## config.mk

```make
export PLATFORM = sky130hd
export DESIGN_NAME = level_sensor_conditioner
export DESIGN_NICKNAME = d
export VERILOG_FILES = /design/src/rtl/level_sensor_conditioner_pkg.sv /design/src/rtl/sensor_debounce_bit.sv /design/src/rtl/level_sensor_conditioner.sv
export SDC_FILE = /design/constraint.sdc
export NUM_CORES = 1
export LEC_CHECK = 0
export ABC_CLOCK_PERIOD_IN_PS = 2300
export CAP_MARGIN = 40
export CORE_ASPECT_RATIO = 1.2
export CORE_MARGIN = 2
export CORE_UTILIZATION = 45
export CTS_CLUSTER_SIZE = 16
export DETAILED_ROUTE_END_ITERATION = 8
export HOLD_SLACK_MARGIN = 0.08
export PLACE_DENSITY_LB_ADDON = 0.15
export REMOVE_ABC_BUFFERS = 1
export SETUP_SLACK_MARGIN = 0.2
export SYNTH_ARGS = -nofsm -noshare
export SYNTH_HDL_FRONTEND = slang
export SYNTH_SLANG_ARGS = --single-unit
export TNS_END_PERCENT = 5
```

## constraint.sdc

```tcl
create_clock -name clk -period 2.3 [get_ports clk]
set_input_delay 0.46 -clock clk [delete_from_list [all_inputs] [get_ports clk]]
set_output_delay 0.46 -clock clk [all_outputs]
set_load 0.005 [all_outputs]
```

## src/rtl/level_sensor_conditioner_pkg.sv

```systemverilog
// Shared definitions for the reservoir level front end and the flow controller.
//   LVL_0..LVL_3    : the only legal thermometer codes on s[3:1]
//   valid_state_e   : states of the code-validity FSM
//   is_legal()      : 1 when a 3-bit code is one of the four level codes
//   level_index()   : maps a legal code to its level 0..3 (illegal codes map to 0)
package level_sensor_conditioner_pkg;

    localparam logic [2:0] LVL_0 = 3'b000;
    localparam logic [2:0] LVL_1 = 3'b001;
    localparam logic [2:0] LVL_2 = 3'b011;
    localparam logic [2:0] LVL_3 = 3'b111;

    typedef enum logic [1:0] {
        StOk      = 2'd0,
        StSuspect = 2'd1,
        StFault   = 2'd2
    } valid_state_e;

    function automatic logic is_legal(input logic [2:0] code);
        return (code == LVL_0) || (code == LVL_1) || (code == LVL_2) || (code == LVL_3);
    endfunction

    function automatic logic [1:0] level_index(input logic [2:0] code);
        logic [1:0] idx;
        case (code)
            LVL_1:   idx = 2'd1;
            LVL_2:   idx = 2'd2;
            LVL_3:   idx = 2'd3;
            default: idx = 2'd0;
        endcase
        return idx;
    endfunction

endpackage

```

## src/rtl/sensor_debounce_bit.sv

```systemverilog
// Two-flop synchroniser followed by a debounce counter for one float switch.
//   clk     : system clock
//   reset_n : asynchronous active-low reset
//   raw     : raw switch input, asynchronous to clk
//   stable  : debounced level; follows raw only after DB_CYCLES consecutive
//             synchronised samples disagree with the current stable value
module sensor_debounce_bit #(
    parameter int unsigned DB_CYCLES = 8
) (
    input  logic clk,
    input  logic reset_n,
    input  logic raw,
    output logic stable
);

    localparam int unsigned CntW = $clog2(DB_CYCLES + 1);

    logic            sync1_q;
    logic            sync2_q;
    logic            stable_q;
    logic [CntW-1:0] cnt_q;

    always_ff @(posedge clk or negedge reset_n) begin
        if (!reset_n) begin
            sync1_q  <= 1'b0;
            sync2_q  <= 1'b0;
            stable_q <= 1'b0;
            cnt_q    <= '0;
        end else begin
            sync1_q <= raw;
            sync2_q <= sync1_q;
            if (sync2_q == stable_q) begin
                // Any agreeing sample restarts the qualification window.
                cnt_q <= '0;
            end else if (cnt_q == CntW'(DB_CYCLES - 1)) begin
                // This edge is the DB_CYCLES-th mismatching sample.
                stable_q <= sync2_q;
                cnt_q    <= '0;
            end else begin
                cnt_q <= cnt_q + 1'b1;
            end
        end
    end

    assign stable = stable_q;

endmodule

```

## src/rtl/level_sensor_conditioner.sv

```systemverilog
// Conditions the three reservoir float switches into a clean level code.
//   clk           : system clock
//   reset_n       : asynchronous active-low reset
//   raw_s[3:1]    : raw float switches (bit n = water above sensor n)
//   fault_clr     : request to clear a sticky sensor fault
//   s[3:1]        : registered level code, always one of LVL_0..LVL_3
//   sensor_fault  : sticky flag, an illegal code persisted FAULT_CYCLES cycles
//   level_changed : one-cycle pulse on the cycle s takes a new value
//   jump_event    : one-cycle pulse when that change skips at least one level
module level_sensor_conditioner
    import level_sensor_conditioner_pkg::*;
#(
    parameter int unsigned DB_CYCLES    = 8,
    parameter int unsigned FAULT_CYCLES = 16
) (
    input  logic       clk,
    input  logic       reset_n,
    input  logic [3:1] raw_s,
    input  logic       fault_clr,
    output logic [3:1] s,
    output logic       sensor_fault,
    output logic       level_changed,
    output logic       jump_event
);

    localparam int unsigned FcW = $clog2(FAULT_CYCLES + 1);

    logic [3:1]     stable;
    valid_state_e   state_q;
    logic [FcW-1:0] fault_cnt_q;

    for (genvar i = 1; i <= 3; i++) begin : g_bit
        sensor_debounce_bit #(
            .DB_CYCLES(DB_CYCLES)
        ) u_debounce (
            .clk    (clk),
            .reset_n(reset_n),
            .raw    (raw_s[i]),
            .stable (stable[i])
        );
    end

    logic       code_legal;
    logic       code_new;
    logic       big_step;
    logic [1:0] idx_new;
    logic [1:0] idx_old;

    always_comb begin
        code_legal = is_legal(stable);
        code_new   = (stable != s);
        idx_new    = level_index(stable);
        idx_old    = level_index(s);
        big_step   = (idx_new > idx_old) ? ((idx_new - idx_old) > 2'd1)
                                         : ((idx_old - idx_new) > 2'd1);
    end

    // Validity FSM. s is only ever loaded from a legal debounced code, so it
    // holds the last legal level while the sensors look broken.
    always_ff @(posedge clk or negedge reset_n) begin
        if (!reset_n) begin
            state_q       <= StOk;
            fault_cnt_q   <= '0;
            s             <= LVL_0;
            sensor_fault  <= 1'b0;
            level_changed <= 1'b0;
            jump_event    <= 1'b0;
        end else begin
            level_changed <= 1'b0;
            jump_event    <= 1'b0;
            unique case (state_q)
                StOk: begin
                    if (code_legal) begin
                        s             <= stable;
                        level_changed <= code_new;
                        jump_event    <= code_new && big_step;
                    end else begin
                        fault_cnt_q <= FcW'(1);
                        if (FAULT_CYCLES == 1) begin
                            state_q      <= StFault;
                            sensor_fault <= 1'b1;
                        end else begin
                            state_q <= StSuspect;
                        end
                    end
                end
                StSuspect: begin
                    if (code_legal) begin
                        state_q       <= StOk;
                        fault_cnt_q   <= '0;
                        s             <= stable;
                        level_changed <= code_new;
                        jump_event    <= code_new && big_step;
                    end else begin
                        fault_cnt_q <= fault_cnt_q + 1'b1;
                        if (fault_cnt_q == FcW'(FAULT_CYCLES - 1)) begin
                            state_q      <= StFault;
                            sensor_fault <= 1'b1;
                        end
                    end
                end
                StFault: begin
                    // Clearing needs both the request and a legal code together.
                    if (fault_clr && code_legal) begin
                        state_q       <= StOk;
                        fault_cnt_q   <= '0;
                        sensor_fault  <= 1'b0;
                        s             <= stable;
                        level_changed <= code_new;
                        jump_event    <= code_new && big_step;
                    end
                end
                default: begin
                    state_q <= StOk;
                end
            endcase
        end
    end

endmodule

```

==> results of run 1 <==
## stage by stage
step | util, % | hold WS (ns) | area [um2] | setup WS (ns) | cells
after floorplan | - | 0.164 | 1760 | 0.432 | 165
after global placement | 50.0 | 0.333 | 1950 | 0.348 | 232
after detailed placement | 50.0 | 0.339 | 1950 | 0.174 | 232
after CTS | 52.4 | 0.355 | 2050 | 0.224 | 240
after global routing | 53.3 | 0.362 | 2080 | 0.203 | 244
final | 53.3 | 0.354 | 2080 | 0.371 | 244
## how the worst min path moves through the flow
stage	end	slack [ns]	cells after the start
global placement	g_bit[3].u_debounce.sync2_q	0.33	0
detailed placement	g_bit[1].u_debounce.sync2_q	0.34	0
finish	g_bit[1].u_debounce.sync2_q	0.35	0
floorplan	fault_cnt_q[0]	0.16	0
global route	g_bit[2].u_debounce.sync2_q	0.36	0
CTS	g_bit[1].u_debounce.sync2_q	0.35	0
## area by class of cell
type                    instances  area (um2)  share of cell area [%]
clock buffers                   6        82.6                    3.96
well taps                      54        67.6                    3.24
flip-flops and latches         34         855                    41.0
clock inverters                 2        12.5                   0.601
repair buffers                 17         155                    7.45
inverters                      12        45.0                    2.16
multi-input cells             119         866                    41.6
## routing by layer
metal | global-route usage, % | up-vias
met5 | 0 | -
met1 | 18.6 | 615
li1 | - | 625
met3 | 3.52 | 6
met2 | 23.8 | 17
met4 | 7.90 | 0
## worst max-delay path: stages, from the launching register on
cell	delay [ns]
sky130_fd_sc_hd__dfrtp_2	0.44
sky130_fd_sc_hd__xnor2_1	0.14
sky130_fd_sc_hd__and2_1	0.16
sky130_fd_sc_hd__inv_1	0.05
sky130_fd_sc_hd__ha_1	0.20
sky130_fd_sc_hd__fa_1	0.44
sky130_fd_sc_hd__a211oi_1	0.19
sky130_fd_sc_hd__a31oi_1	0.07
sky130_fd_sc_hd__a21boi_1	0.17
## timing repair
item,in CTS,in global routing
buffers inserted,0,4
gates resized for setup,1,3
hold buffers,0,0
endpoints found under the hold margin,0,0
setup endpoints to repair,1,1
## cells in the final DEF, fill, tap and decap left out, types with 6 or more instances in the layout
| master | n |
|---|---|
| sky130_fd_sc_hd__a21oi_1 | 8 |
| sky130_fd_sc_hd__buf_4 | 6 |
| sky130_fd_sc_hd__clkbuf_8 | 6 |
| sky130_fd_sc_hd__clkdlybuf4s50_1 | 11 |
| sky130_fd_sc_hd__dfrtp_1 | 31 |
| sky130_fd_sc_hd__ha_1 | 13 |
| sky130_fd_sc_hd__inv_1 | 12 |
| sky130_fd_sc_hd__nand2_1 | 12 |
| sky130_fd_sc_hd__nand3_1 | 6 |
| sky130_fd_sc_hd__nor2_1 | 11 |
| sky130_fd_sc_hd__nor3_1 | 8 |
| sky130_fd_sc_hd__o211ai_1 | 6 |
| sky130_fd_sc_hd__o21ai_0 | 6 |
| sky130_fd_sc_hd__xnor2_1 | 9 |
## kinds of logic after synthesis
group / count (synthesis) / share of synthesized area [%]
AOI/OAI and AO/OA: 35 / 13.3
xor gates and xnor gates: 12 / 5.75
adders and majority gates: 14 / 9.99
buffers and inverters: 19 / 6.16
DFF: 34 / 46.5
muxes: 5 / 3.21
and+or+nand+nor: 53 / 15.1
## registers in the layout, indices dropped and copies added (netlist names)
signal,cells
g_bit.u_debounce.sync2_q,3
g_bit.u_debounce.stable,3
state_q,2
s,3
g_bit.u_debounce.sync1_q,3
fault_cnt_q,5
level_changed,1
jump_event,1
g_bit.u_debounce.cnt_q,12
sensor_fault,1
## where the power goes
group | switching (mW) | leakage, nW | internal [mW] | total (mW)
clock network | 0.211 | 0.0472 | 0.240 | 0.452
registers | 0.162 | 0.437 | 0.752 | 0.914
logic | 0.466 | 0.461 | 0.507 | 0.973
total | 0.840 | 0.945 | 1.50 | 2.34
==> impl_table.tex, run 1 <==
\begin{tabular}{lr}
\hline
Metric & Value \\
\hline
\multicolumn{2}{l}{\textbf{Global route}} \\
\quad Antenna violations before repair & 0 \\
\quad Via count of the first global-routing pass & 1187 \\
\quad Gr usage total & 14.7\% \\
\quad Global-route wire length before repair & 5.24 mm \\
\quad Maximum number of pins on one net before global-route repair & 35 \\
\quad Aggregate global routing overflow & 0 \\
\multicolumn{2}{l}{\textbf{Logic synthesis}} \\
\quad Count of synthesis-stage warnings from yosys & 0 \\
\quad Number of synthesized register bits & 34 \\
\quad Cell accounting for the most synthesized area & sky130\_fd\_sc\_hd\_\_dfrtp\_1 \\
\quad Share of the synthesized area in the top cell type & 46.5\% \\
\quad Cell types occupying the most area after synthesis & sky130\_fd\_sc\_hd\_\_dfrtp\_1, sky130\_fd\_sc\_hd\_\_ha\_1, sky130\_fd\_sc\_hd\_\_xnor2\_1 \\
\quad Async S/R FF share, synth & 100\% \\
\quad Sequential fraction of the synthesis area & 46.5\% \\
\quad Average footprint of a synthesized cell & 10.6 um2 \\
\quad Most frequent cells after synthesis & sky130\_fd\_sc\_hd\_\_dfrtp\_1, sky130\_fd\_sc\_hd\_\_ha\_1, sky130\_fd\_sc\_hd\_\_inv\_1, sky130\_fd\_sc\_hd\_\_nand2\_1, sky130\_fd\_sc\_hd\_\_nor2\_1 \\
\quad Main synth FF type & sky130\_fd\_sc\_hd\_\_dfrtp\_1 \\
\quad Post-synthesis cell type count & 39 \\
\quad Synthesized area & 1830 um2 \\
\quad Number of enable flip-flop cells after synthesis & 0 \\
\quad Cell with the most instances after synthesis & sky130\_fd\_sc\_hd\_\_dfrtp\_1 \\
\quad Post-synthesis instance total & 172 \\
\multicolumn{2}{l}{\textbf{Timing}} \\
\quad Max Clk Rate & 518 MHz \\
\quad Fin. Hold Viols & 0 \\
\quad Final Max Tran Viols & 0 \\
\quad Share of the clock period used by the worst path after layout & 83.9\% \\
\quad Total Neg Setup Slack & 0 ns \\
\quad Worst slew margin relative to its limit & 58.8\% \\
\quad Final setup skew & 0.00778 ns \\
\quad Slew @ Worst Pin & 0.602 ns \\
\quad Minimum period implied by the final worst setup slack & 1.93 ns \\
\quad RSZ-0062 raised after global routing & false \\
\quad Final setup violation count & 0 \\
\multicolumn{2}{l}{\textbf{Detailed routing}} \\
\quad Routed wire length on met3 & 87 um \\
\quad Post-detailed-route via-to-cell ratio & 5.18 \\
\quad Detailed Route Iter0 Violations & 32 \\
\quad Routed met2 length & 1.44 mm \\
\quad Wire length after detailed routing & 3.05 mm \\
\quad Top routing layer used & met4 \\
\quad First-pass DRT Iterations & 6 \\
\quad Post-detailed-route count of antenna-violating nets & 0 \\
\quad Wirelength per Cell & 12.5 um \\
\quad M1 WL & 1.46 mm \\
\quad Number of vias after detailed routing & 1263 \\
\quad Detailed-route DRC error count & 0 \\
\multicolumn{2}{l}{\textbf{Power and ir drop}} \\
\quad VDD IR-drop max & 0.563 mV \\
\quad Static Leak & 0.945 nW \\
\quad Total power & 2.34 mW \\
\quad Ratio of total power to cell area & 1120 nW/um2 \\
\multicolumn{2}{l}{\textbf{Setup path}} \\
\quad Element type at the critical path end & flip-flop \\
\quad Critical R2R Launch & g\_bit[3].u\_debounce.stable \\
\quad Launching element type of the critical path & flip-flop \\
\quad WP data required & 2.51 ns \\
\quad Termination of the worst setup path & jump\_event \\
\quad Arrival @ worst endpoint & 2.13 ns \\
\quad Critical path class & reg2reg \\
\quad Worst reg2reg endpoint & jump\_event \\
\quad Worst reg2reg setup slack & 0.37 ns \\
\quad Path depth of the worst reg2reg path & 8 \\
\quad Critical Path Start & g\_bit[3].u\_debounce.stable \\
\quad Largest fanout on the critical path & 5 \\
\multicolumn{2}{l}{\textbf{CTS}} \\
\quad Number of H-tree branching levels & 2 \\
\quad Total clock sinks & 34 \\
\quad CTS buffer count & 5 \\
\quad CTS tree & built \\
\quad CTS max path bufs & 2 \\
\quad Clock root buffer & sky130\_fd\_sc\_hd\_\_clkbuf\_8 \\
\quad Insertion delay of the later-clocked pin in the worst-skew pair & 0.28 ns \\
\quad Clock input transition at the sequential cells of the worst setup and hold paths & 0.07 ns \\
\multicolumn{2}{l}{\textbf{Floorplanning}} \\
\quad DIE AREA & 4590 um2 \\
\quad Boundary pin count & 12 \\
\quad Total core area & 3910 um2 \\
\quad Die boundary width & 62.2 um \\
\quad Vert. Die Dim & 73.8 um \\
\quad Site row count & 25 \\
\quad Starting density of the core & 46.8\% \\
\multicolumn{2}{l}{\textbf{Outcome}} \\
\quad Status & completed \\
\multicolumn{2}{l}{\textbf{Job}} \\
\quad Number of maximum-capacitance violations & 0 \\
\multicolumn{2}{l}{\textbf{Layout}} \\
\quad Layout Nets & 209 \\
\quad Fraction of layout cells with a size suffix above 1 & 13.2\% \\
\quad Filler instances & 365 \\
\quad Area added between synthesis and finish & 13.9\% \\
\quad N\_diodes & 0 \\
\multicolumn{2}{l}{\textbf{Hold path}} \\
\quad Hold\_sp & g\_bit[1].u\_debounce.sync1\_q \\
\quad Classification of the worst-slack hold path & reg2reg \\
\multicolumn{2}{l}{\textbf{Placement}} \\
\quad Sum of net half-perimeters after detailed placement & 2.22 mm \\
\quad Final GP Congestion & 0.902 \\
\quad Number of I/O port buffers & 11 \\
\hline
\end{tabular}
(Power assumes the default switching activity.)
==> run 2: changes to the inputs <==
--- a/config.mk
+++ b/config.mk
@@ -5,7 +5,7 @@
 export SDC_FILE = /design/constraint.sdc
 export NUM_CORES = 1
 export LEC_CHECK = 0
-export ABC_CLOCK_PERIOD_IN_PS = 2300
+export ABC_CLOCK_PERIOD_IN_PS = 1700
 export CAP_MARGIN = 40
 export CORE_ASPECT_RATIO = 1.2
 export CORE_MARGIN = 2
==> constraint.sdc (replaced) <==
create_clock -name clk -period 1.7 [get_ports clk]
set_input_delay 0.34 -clock clk [delete_from_list [all_inputs] [get_ports clk]]
set_output_delay 0.34 -clock clk [all_outputs]
set_load 0.005 [all_outputs]
==> run 2 against run 1 <==
  * The flow now finishes with violations (negative setup slack)
  * Sequential share of layout area shrank 3.7 points
  * Non-clock buffer count grew 11
  * Die area is the same
  * Largest power group unchanged
==> impl_table.tex, run 2 (same netlist as run 1, synthesis figures left out) <==
\begin{tabular}{lr}
\hline
Metric & Value \\
\hline
\multicolumn{2}{l}{\textbf{Setup path}} \\
\quad Critical path's largest stage delay & 0.40 ns \\
\quad Crit path buf inv count & 1 \\
\quad Critical path, cell by cell & xnor2\_1 -> and2\_1 -> inv\_1 -> ha\_2 -> fa\_1 -> a211oi\_2 -> a31oi\_1 -> a21boi\_1 \\
\quad Kind of cell with the highest combined delay on the critical path & adder cells \\
\quad Arrival @ worst endpoint & 1.99 ns \\
\quad Largest fanout on the critical path & 2 \\
\quad WP data required & 1.91 ns \\
\quad Launching element type of the critical path & flip-flop \\
\quad Element type at the critical path end & flip-flop \\
\quad Critical path class & reg2reg \\
\quad Critical path's slowest cell & sky130\_fd\_sc\_hd\_\_fa\_1 \\
\multicolumn{2}{l}{\textbf{Layout}} \\
\quad Most common cell after layout, fill and taps aside & sky130\_fd\_sc\_hd\_\_dfrtp\_1 \\
\quad N\_diodes & 0 \\
\quad Registers with the most flip-flops & g\_bit.u\_debounce.cnt\_q x12, fault\_cnt\_q x5 \\
\quad Fraction of layout cells with a size suffix above 1 & 25.4\% \\
\quad Fin cells & 255 \\
\quad Number of flip-flops in the largest register & 12 \\
\quad Filler instances & 342 \\
\quad Area added between synthesis and finish & 24.8\% \\
\quad Most frequent cells in the layout & sky130\_fd\_sc\_hd\_\_dfrtp\_1, sky130\_fd\_sc\_hd\_\_buf\_4, sky130\_fd\_sc\_hd\_\_nand2\_1 \\
\quad Register name with the most flops & g\_bit.u\_debounce.cnt\_q \\
\quad Utilization of the core after routing & 58.4\% \\
\quad Layout Nets & 220 \\
\multicolumn{2}{l}{\textbf{Timing}} \\
\quad Minimum period implied by the final worst setup slack & 1.78 ns \\
\quad Final setup skew & 0.00477 ns \\
\quad Max Clk Rate & 562 MHz \\
\quad Hold Worst Slack & 0.341 ns \\
\quad Share of the clock period used by the worst path after layout & 105\% \\
\quad Final Worst Setup Slack & -0.0786 ns \\
\quad Final Max Tran Viols & 0 \\
\quad Fin. Hold Viols & 0 \\
\quad Slew @ Worst Pin & 0.424 ns \\
\quad RSZ-0062 raised after global routing & true \\
\quad Worst slew margin relative to its limit & 71.8\% \\
\quad Final setup violation count & 2 \\
\multicolumn{2}{l}{\textbf{Detailed routing}} \\
\quad Wire length after detailed routing & 3.37 mm \\
\quad Number of vias after detailed routing & 1322 \\
\quad Post-detailed-route count of antenna-violating nets & 0 \\
\quad Detailed Route Iter0 Violations & 43 \\
\quad Detailed-route DRC error count & 0 \\
\quad Post-detailed-route via-to-cell ratio & 5.18 \\
\quad Wirelength per Cell & 13.2 um \\
\quad First-pass DRT Iterations & 4 \\
\multicolumn{2}{l}{\textbf{Power and ir drop}} \\
\quad Sequential Power Share & 31.7\% \\
\quad Total power & 3.71 mW \\
\quad Internal portion of total power & 2.44 mW \\
\quad Ratio of total power to cell area & 1630 nW/um2 \\
\quad VDD IR-drop max & 0.901 mV \\
\quad Reported net switching power & 1.28 mW \\
\quad Clock share of power & 19.2\% \\
\quad Comb pwr share & 49.1\% \\
\quad Static Leak & 1.03 nW \\
\quad Switching share of power & 34.4\% \\
\multicolumn{2}{l}{\textbf{Outcome}} \\
\quad Status & complete, but fails checks \\
\quad Violations in the final reports & negative setup slack \\
\multicolumn{2}{l}{\textbf{Job}} \\
\quad Number of maximum-capacitance violations & 0 \\
\multicolumn{2}{l}{\textbf{Placement}} \\
\quad Sum of net half-perimeters after detailed placement & 2.48 mm \\
\quad Final GP Congestion & 0.911 \\
\quad Worst setup timing slack at the placement stage & -0.165 ns \\
\quad Number of placed cells counting well taps & 246 \\
\quad Number of I/O port buffers & 11 \\
\multicolumn{2}{l}{\textbf{CTS}} \\
\quad Clock root buffer & sky130\_fd\_sc\_hd\_\_clkbuf\_8 \\
\quad Number of H-tree branching levels & 2 \\
\quad Post-cts hold buffer count & 0 \\
\quad CTS tree & built \\
\quad CTS max path bufs & 2 \\
\quad Total clock sinks & 34 \\
\quad CTS buffer count & 5 \\
\quad Insertion delay of the later-clocked pin in the worst-skew pair & 0.28 ns \\
\quad Clock input transition at the sequential cells of the worst setup and hold paths & 0.07 ns \\
\multicolumn{2}{l}{\textbf{Floorplanning}} \\
\quad Total core area & 3910 um2 \\
\quad Die boundary width & 62.2 um \\
\quad Boundary pin count & 12 \\
\quad Starting density of the core & 46.8\% \\
\quad Site row count & 25 \\
\quad DIE AREA & 4590 um2 \\
\quad Vert. Die Dim & 73.8 um \\
\multicolumn{2}{l}{\textbf{Global route}} \\
\quad Global-route wire length before repair & 6.15 mm \\
\quad Gr usage total & 17.3\% \\
\quad Maximum number of pins on one net before global-route repair & 35 \\
\quad Aggregate global routing overflow & 0 \\
\quad Antenna violations before repair & 0 \\
\quad Via count of the first global-routing pass & 1377 \\
\multicolumn{2}{l}{\textbf{Hold path}} \\
\quad Classification of the worst-slack hold path & reg2reg \\
\hline
\end{tabular}
-- run 2: cell types whose count changed in the layout (fill, tap and decap cells not counted), moves of 4 or more --
cell,delta
sky130_fd_sc_hd__clkdlybuf4s50_1,-4
sky130_fd_sc_hd__buf_4,+7
sky130_fd_sc_hd__ha_1,-5
sky130_fd_sc_hd__dlygate4sd2_1,+4
-- run 2: power groups by stage --
stage,sequential [mW],combinational [mW],clock (mW)
after floorplan,1.22,0.907,0
after global placement,1.16,1.56,0
after detailed placement,1.18,1.62,0
after CTS,1.17,1.75,0.733
after global routing,1.21,2.02,0.769
final,1.18,1.82,0.713
-- run 2: layer usage --
layer	vias to the layer above	GRT usage [%]	share of wire, %
met5	-	0	0
met4	0	6.67	0.95
met3	5	3.83	3.1
met2	21	31.6	53
met1	649	19.9	42
li1	647	-	-
-- run 2: per-stage QoR --
stage | cell area [um2] | TNS, ns
finish | 2280 | -0.126
global route | 2280 | -0.422
CTS | 2240 | -0.125
detailed placement | 2060 | -0.174
global placement | 2060 | -0.151
floorplan | 1760 | -0.219
-- run 2: cell type report --
class                      count  area (um2)  area share, %
clock buffer                   7        76.3           3.34
sequential                    34         852           37.3
timing repair buffer          28         251           11.0
inverter                      12        45.0           1.97
tap                           54        67.6           2.96
clock inverter                 1        30.0           1.32
multi-input combinational    119         960           42.1
-- run 2: repair_timing --
item,in CTS,in global routing
pin swaps,10,4
cloned,0,0
gates resized for setup,27,7
endpoints found under the setup margin,17,13
buffers inserted,0,1
-- run 2: worst paths after layout --
path | startpoint | to | slack, ns | cells past startpoint
worst min register to register | g_bit[3].u_debounce.sync1_q | g_bit[3].u_debounce.sync2_q | 0.34 | 0
min in group asynchronous | reset_n | g_bit[2].u_debounce.cnt_q[2] | 0.46 | 2
worst max register to register | g_bit[3].u_debounce.stable | jump_event | -0.08 | 8
worst max-delay path | g_bit[3].u_debounce.stable | jump_event | -0.08 | 8
worst min-delay path | g_bit[3].u_debounce.sync1_q | g_bit[3].u_debounce.sync2_q | 0.34 | 0
max in group asynchronous | reset_n | state_q[0] | 0.92 | 2
==> run 3: changes to the inputs <==
--- a/config.mk
+++ b/config.mk
@@ -8,7 +8,7 @@
 export ABC_CLOCK_PERIOD_IN_PS = 1700
 export CAP_MARGIN = 40
 export CORE_ASPECT_RATIO = 1.2
-export CORE_MARGIN = 2
+export CORE_MARGIN = 3
 export CORE_UTILIZATION = 45
 export CTS_CLUSTER_SIZE = 16
 export DETAILED_ROUTE_END_ITERATION = 8
==> run 3 against run 2 <==
  * The run still ends with negative setup slack left
  * Non-clock buffer count is 4 higher
  * Total power is 3.7% higher
  * Critical path depth stayed put
  * Critical endpoint unchanged
==> impl_table.tex, run 3 (same netlist as run 1, synthesis figures left out) <==
\begin{tabular}{lr}
\hline
Metric & Value \\
\hline
\multicolumn{2}{l}{\textbf{Outcome}} \\
\quad Status & complete, but fails checks \\
\quad Violations in the final reports & negative setup slack \\
\multicolumn{2}{l}{\textbf{Layout}} \\
\quad Fraction of layout cells with a size suffix above 1 & 29.4\% \\
\quad Most frequent cells in the layout & sky130\_fd\_sc\_hd\_\_dfrtp\_1, sky130\_fd\_sc\_hd\_\_buf\_4, sky130\_fd\_sc\_hd\_\_nand2\_1 \\
\quad Area added between synthesis and finish & 29.5\% \\
\quad Registers with the most flip-flops & g\_bit.u\_debounce.cnt\_q x12, fault\_cnt\_q x5 \\
\quad Most common cell after layout, fill and taps aside & sky130\_fd\_sc\_hd\_\_dfrtp\_1 \\
\quad Layout Nets & 224 \\
\quad Post-route standard cell area excluding fillers & 2370 um2 \\
\quad Register name with the most flops & g\_bit.u\_debounce.cnt\_q \\
\quad Number of flip-flops in the largest register & 12 \\
\quad N\_diodes & 0 \\
\multicolumn{2}{l}{\textbf{Global route}} \\
\quad Aggregate global routing overflow & 0 \\
\quad Antenna violations before repair & 0 \\
\quad Global-route wire length before repair & 6.27 mm \\
\quad Maximum number of pins on one net before global-route repair & 35 \\
\quad Via count of the first global-routing pass & 1408 \\
\quad Gr usage total & 16.9\% \\
\multicolumn{2}{l}{\textbf{CTS}} \\
\quad Clock root buffer & sky130\_fd\_sc\_hd\_\_clkbuf\_8 \\
\quad Insertion delay of the later-clocked pin in the worst-skew pair & 0.29 ns \\
\quad CTS tree & built \\
\quad CTS buffer count & 5 \\
\quad Post-cts hold buffer count & 0 \\
\quad Number of H-tree branching levels & 2 \\
\quad Clock input transition at the sequential cells of the worst setup and hold paths & 0.07 ns \\
\quad CTS max path bufs & 2 \\
\quad Total clock sinks & 34 \\
\multicolumn{2}{l}{\textbf{Floorplanning}} \\
\quad DIE AREA & 4870 um2 \\
\quad Starting density of the core & 48.3\% \\
\quad Boundary pin count & 12 \\
\quad Die boundary width & 64.2 um \\
\quad Vert. Die Dim & 75.8 um \\
\quad Site row count & 24 \\
\quad Total core area & 3780 um2 \\
\multicolumn{2}{l}{\textbf{Detailed routing}} \\
\quad Post-detailed-route count of antenna-violating nets & 0 \\
\quad Detailed-route DRC error count & 0 \\
\quad Wirelength per Cell & 14.2 um \\
\quad Number of vias after detailed routing & 1334 \\
\quad Post-detailed-route via-to-cell ratio & 5.21 \\
\quad First-pass DRT Iterations & 4 \\
\quad Detailed Route Iter0 Violations & 59 \\
\quad Wire length after detailed routing & 3.64 mm \\
\multicolumn{2}{l}{\textbf{Power and ir drop}} \\
\quad Static Leak & 1.06 nW \\
\quad VDD IR-drop max & 0.875 mV \\
\quad Total power & 3.85 mW \\
\quad Ratio of total power to cell area & 1620 nW/um2 \\
\multicolumn{2}{l}{\textbf{Setup path}} \\
\quad Crit path buf inv count & 1 \\
\quad Critical path's largest stage delay & 0.53 ns \\
\quad Arrival @ worst endpoint & 1.99 ns \\
\quad Kind of cell with the highest combined delay on the critical path & adder cells \\
\quad Critical path's slowest cell & sky130\_fd\_sc\_hd\_\_fa\_2 \\
\quad Element type at the critical path end & flip-flop \\
\quad WP data required & 1.87 ns \\
\quad Critical path class & reg2reg \\
\quad Launching element type of the critical path & flip-flop \\
\quad Largest fanout on the critical path & 2 \\
\quad Critical path, cell by cell & xnor2\_1 -> and2\_1 -> inv\_1 -> ha\_2 -> fa\_2 -> a211oi\_2 -> a31oi\_1 -> a21boi\_1 \\
\multicolumn{2}{l}{\textbf{Timing}} \\
\quad Final Max Tran Viols & 0 \\
\quad Max Clk Rate & 548 MHz \\
\quad Total Neg Setup Slack & -0.126 ns \\
\quad Final setup violation count & 1 \\
\quad Hold Worst Slack & 0.348 ns \\
\quad Slew @ Worst Pin & 0.431 ns \\
\quad Share of the clock period used by the worst path after layout & 107\% \\
\quad Worst slew margin relative to its limit & 71.2\% \\
\quad Final setup skew & 0.00692 ns \\
\quad RSZ-0062 raised after global routing & true \\
\quad Fin. Hold Viols & 0 \\
\quad Minimum period implied by the final worst setup slack & 1.83 ns \\
\quad Final Worst Setup Slack & -0.126 ns \\
\multicolumn{2}{l}{\textbf{Placement}} \\
\quad Sum of net half-perimeters after detailed placement & 2.55 mm \\
\quad Area after DPL & 2090 um2 \\
\quad Worst setup timing slack at the placement stage & -0.204 ns \\
\quad Number of I/O port buffers & 11 \\
\quad Final GP Congestion & 0.856 \\
\multicolumn{2}{l}{\textbf{Hold path}} \\
\quad Classification of the worst-slack hold path & reg2reg \\
\multicolumn{2}{l}{\textbf{Job}} \\
\quad Number of maximum-capacitance violations & 0 \\
\hline
\end{tabular}
-- run 3: cell types whose count changed in the layout (fill, tap and decap cells not counted), moves of 2 or more --
cell / change
sky130_fd_sc_hd__ha_4: +2
sky130_fd_sc_hd__buf_6: +2
sky130_fd_sc_hd__inv_1: -2
sky130_fd_sc_hd__a21oi_2: -2
sky130_fd_sc_hd__buf_4: +3
sky130_fd_sc_hd__inv_2: +2
sky130_fd_sc_hd__clkbuf_1: -2
-- run 3: path summary, 6_finish.rpt --
check	start	endpoint	slack (ns)	depth (start not counted)
min	g_bit[3].u_debounce.sync1_q	g_bit[3].u_debounce.sync2_q	0.35	0
max	g_bit[3].u_debounce.stable	jump_event	-0.13	8
max in group asynchronous	reset_n	state_q[1]	0.90	2
min in group asynchronous	reset_n	g_bit[2].u_debounce.cnt_q[3]	0.46	2
max reg2reg	g_bit[3].u_debounce.stable	jump_event	-0.13	8
min reg2reg	g_bit[3].u_debounce.sync1_q	g_bit[3].u_debounce.sync2_q	0.35	0
-- run 3: final cells by class --
cell class	count	area, um2
Clock buffer	6	82.6
Clock inverter	1	30.0
Fill cell	300	1420
Inverter	12	45.0
Multi-Input combinational cell	119	1010
Sequential cell	34	853
Tap cell	52	65.1
Timing Repair Buffer	32	282
-- run 3: metal layers --
layer	wire length, um	up-vias	share of wire [%]	GRT usage, %
met2	1970	23	54	30.7
met4	88	0	2.4	10.3
met1	1490	647	41	18.4
met3	97	10	2.7	3.54
met5	0	-	0	0
li1	-	654	-	-
-- run 3: timing repair --
item / in CTS / in global routing
buffers inserted: 1 / 0
endpoints found under the setup margin: 16 / 12
hold endpoints to repair: 0 / 0
pin swaps: 6 / 8
gates resized for setup: 21 / 23
-- run 3: metrics by stage --
| stage | instances | utilization, % |
|---|---|---|
| detailed placement | 248 | 55.2 |
| floorplan | 165 | - |
| CTS | 256 | 59.7 |
| finish | 256 | 62.6 |
| global route | 256 | 62.6 |
| global placement | 248 | 55.2 |
-- run 3: power breakdown --
group          internal (mW)  switching, mW
Combinational           1.03          0.875
Sequential              1.01          0.169
Clock                  0.469          0.287
-- run 3: worst register-to-register path: stages (launching register included) --
cell	delay, ns
sky130_fd_sc_hd__dfrtp_1	0.38
sky130_fd_sc_hd__xnor2_1	0.13
sky130_fd_sc_hd__and2_1	0.16
sky130_fd_sc_hd__inv_1	0.05
sky130_fd_sc_hd__ha_2	0.17
sky130_fd_sc_hd__fa_2	0.53
sky130_fd_sc_hd__a211oi_2	0.04
sky130_fd_sc_hd__a31oi_1	0.16
sky130_fd_sc_hd__a21boi_1	0.09
==> variant: new RTL, flow settings as in run 3 <==
`DB_CYCLES` is set to 8 in 2 places; all go to 16.
--- a/src/rtl/sensor_debounce_bit.sv
+++ b/src/rtl/sensor_debounce_bit.sv
@@ -5,7 +5,7 @@
 //   stable  : debounced level; follows raw only after DB_CYCLES consecutive
 //             synchronised samples disagree with the current stable value
 module sensor_debounce_bit #(
-    parameter int unsigned DB_CYCLES = 8
+    parameter int unsigned DB_CYCLES = 16
 ) (
     input  logic clk,
     input  logic reset_n,
--- a/src/rtl/level_sensor_conditioner.sv
+++ b/src/rtl/level_sensor_conditioner.sv
@@ -10,7 +10,7 @@
 module level_sensor_conditioner
     import level_sensor_conditioner_pkg::*;
 #(
-    parameter int unsigned DB_CYCLES    = 8,
+    parameter int unsigned DB_CYCLES    = 16,
     parameter int unsigned FAULT_CYCLES = 16
 ) (
     input  logic       clk,
Formal check against the unedited RTL: same outputs for any inputs over 10 cycles, from zero or initial values and one cycle with reset_n low; that may be too few to reach the edited logic, so the function may still have changed.
==> variant against run 3 <==
Setup slack got worse by 12 ps. Die area grew 4.5%. Sequential cell count is 3 higher. Area after synthesis is 4.9% higher. Core utilization decreased by 2.9 points. Critical path type unchanged. Critical endpoint unchanged. Design area increased by 1.7%. The run still ends with setup timing left. Wire length is 2.0% higher.
Power is not compared: it rests on default switching activity, and its combinational part moved more than twofold at a synthesized area within 25%.
==> variant: results (changes against run 3) <==
{
  "route": {
    "route.final.wire_length": {"value": 3.713, "unit": "mm", "change": "was 3.639 mm"},
    "wl_met2": {"value": 2.025, "unit": "mm", "change": "was 1.966 mm"},
    "vias_post_dr": {"value": 1404, "change": "was 1,334"},
    "wl_met1": {"value": 1.582, "unit": "mm", "change": "was 1.487 mm"},
    "length_of_routed_met3_wiring": {"value": 70, "unit": "um", "change": "was 97 um"}
  },
  "sta": {
    "worst_skew": {"value": 6.698, "unit": "ps", "change": "was 6.916 ps"},
    "post-route-worst-setup-slack": {"value": -137.8, "unit": "ps", "change": "was -125.9 ps"},
    "setup_total_negative_slack": {"value": -137.8, "unit": "ps", "change": "was -125.9 ps"},
    "setup-violations-final": {"value": 1, "change": "unchanged"}
  },
  "run_status": {
    "outcome": {"value": "complete, but fails checks", "change": "unchanged"},
    "failed_checks": {"value": "setup timing", "change": "unchanged"}
  },
  "grt": {
    "largest_net_degree_at_the_start_of_global_routing": {"value": 20, "change": "was 35"},
    "grt_pass1_wl": {"value": 6.734, "unit": "mm", "change": "was 6.265 mm"},
    "first_global_vias": {"value": 1515, "change": "was 1,408"}
  },
  "cells_and_area": {
    "final.signal_buffer_count": {"value": 25, "change": "was 32"},
    "nets": {"value": 226, "change": "was 224"},
    "stdcell_count": {"value": 261, "change": "was 256"},
    "layout.comb_gates.multi_input": {"value": 122, "change": "was 119"},
    "layout.buffer.nonclock.area_share": {"value": 9.714, "unit": "%", "change": "was 11.89%"},
    "fillers": {"value": 318, "change": "was 300"},
    "clk_share": {"value": 4.831, "unit": "%", "change": "was 4.754%"}
  },
  "logic_synthesis": {
    "ys_top_cells_by_area": {"value": "dfrtp_1 (48%), ha_1 (8.5%), xor2_1 (5.5%)", "change": "was dfrtp_1 (47%), ha_1 (8.9%), xnor2_1 (4.3%)"}
  },
  "cts": {
    "cts_hold_buffers": {"value": 1, "change": "was 0"},
    "post-cts-setup-buffer-count": {"value": 5, "change": "was 1"}
  },
  "placement": {
    "last_weighted_congestion_value_of_the_routability_driven_placer": {"value": 0.8686, "change": "was 0.8555"},
    "detailedPlacementHpwl": {"value": 2.619, "unit": "mm", "change": "was 2.550 mm"},
    "placedInstanceArea": {"value": 2126, "unit": "sq um", "change": "was 2087 sq um"}
  },
  "worst_hold_path": {
    "worstHoldStart": {"value": "g_bit[1].u_debounce.sync1_q$_DFF_PN0_", "change": "was g_bit[3].u_debounce.sync1_q$_DFF_PN0_"}
  }
}
==> variant: cell types whose count changed in the layout (fill, tap and decap cells not counted), moves of 4 or more <==
cell	change
buf_4	-6
nor2_1	+4
and2_1	+4
o21ai_1	+8
xnor2_1	-7
o21ai_0	-5
xor2_1	+9
nor3_1	-7
nor2b_1	-4
a21oi_1	-4
==> variant: cells by family (layout without fill, tap and decap cells) <==
kind of cell / after synthesis / after routing / synth area share (%)
AOI/OAI and AO/OA: 36 / 36 / 13.82
and+or+nand+nor: 52 / 52 / 13.82
DFF: 37 / 37 / 48.24
adders and majority gates: 14 / 14 / 9.518
buffers and inverters: 20 / 48 / 4.954
xor gates and xnor gates: 15 / 15 / 6.845
muxes: 5 / 5 / 2.803
==> variant: worst max-delay path: stages (launching register included) <==
cell and delay (ps):
dfrtp_1 410, xnor2_2 170, nand2_1 100, ha_2 190
fa_1 530, a211oi_2 40, a31oi_1 170, a21boi_1 100
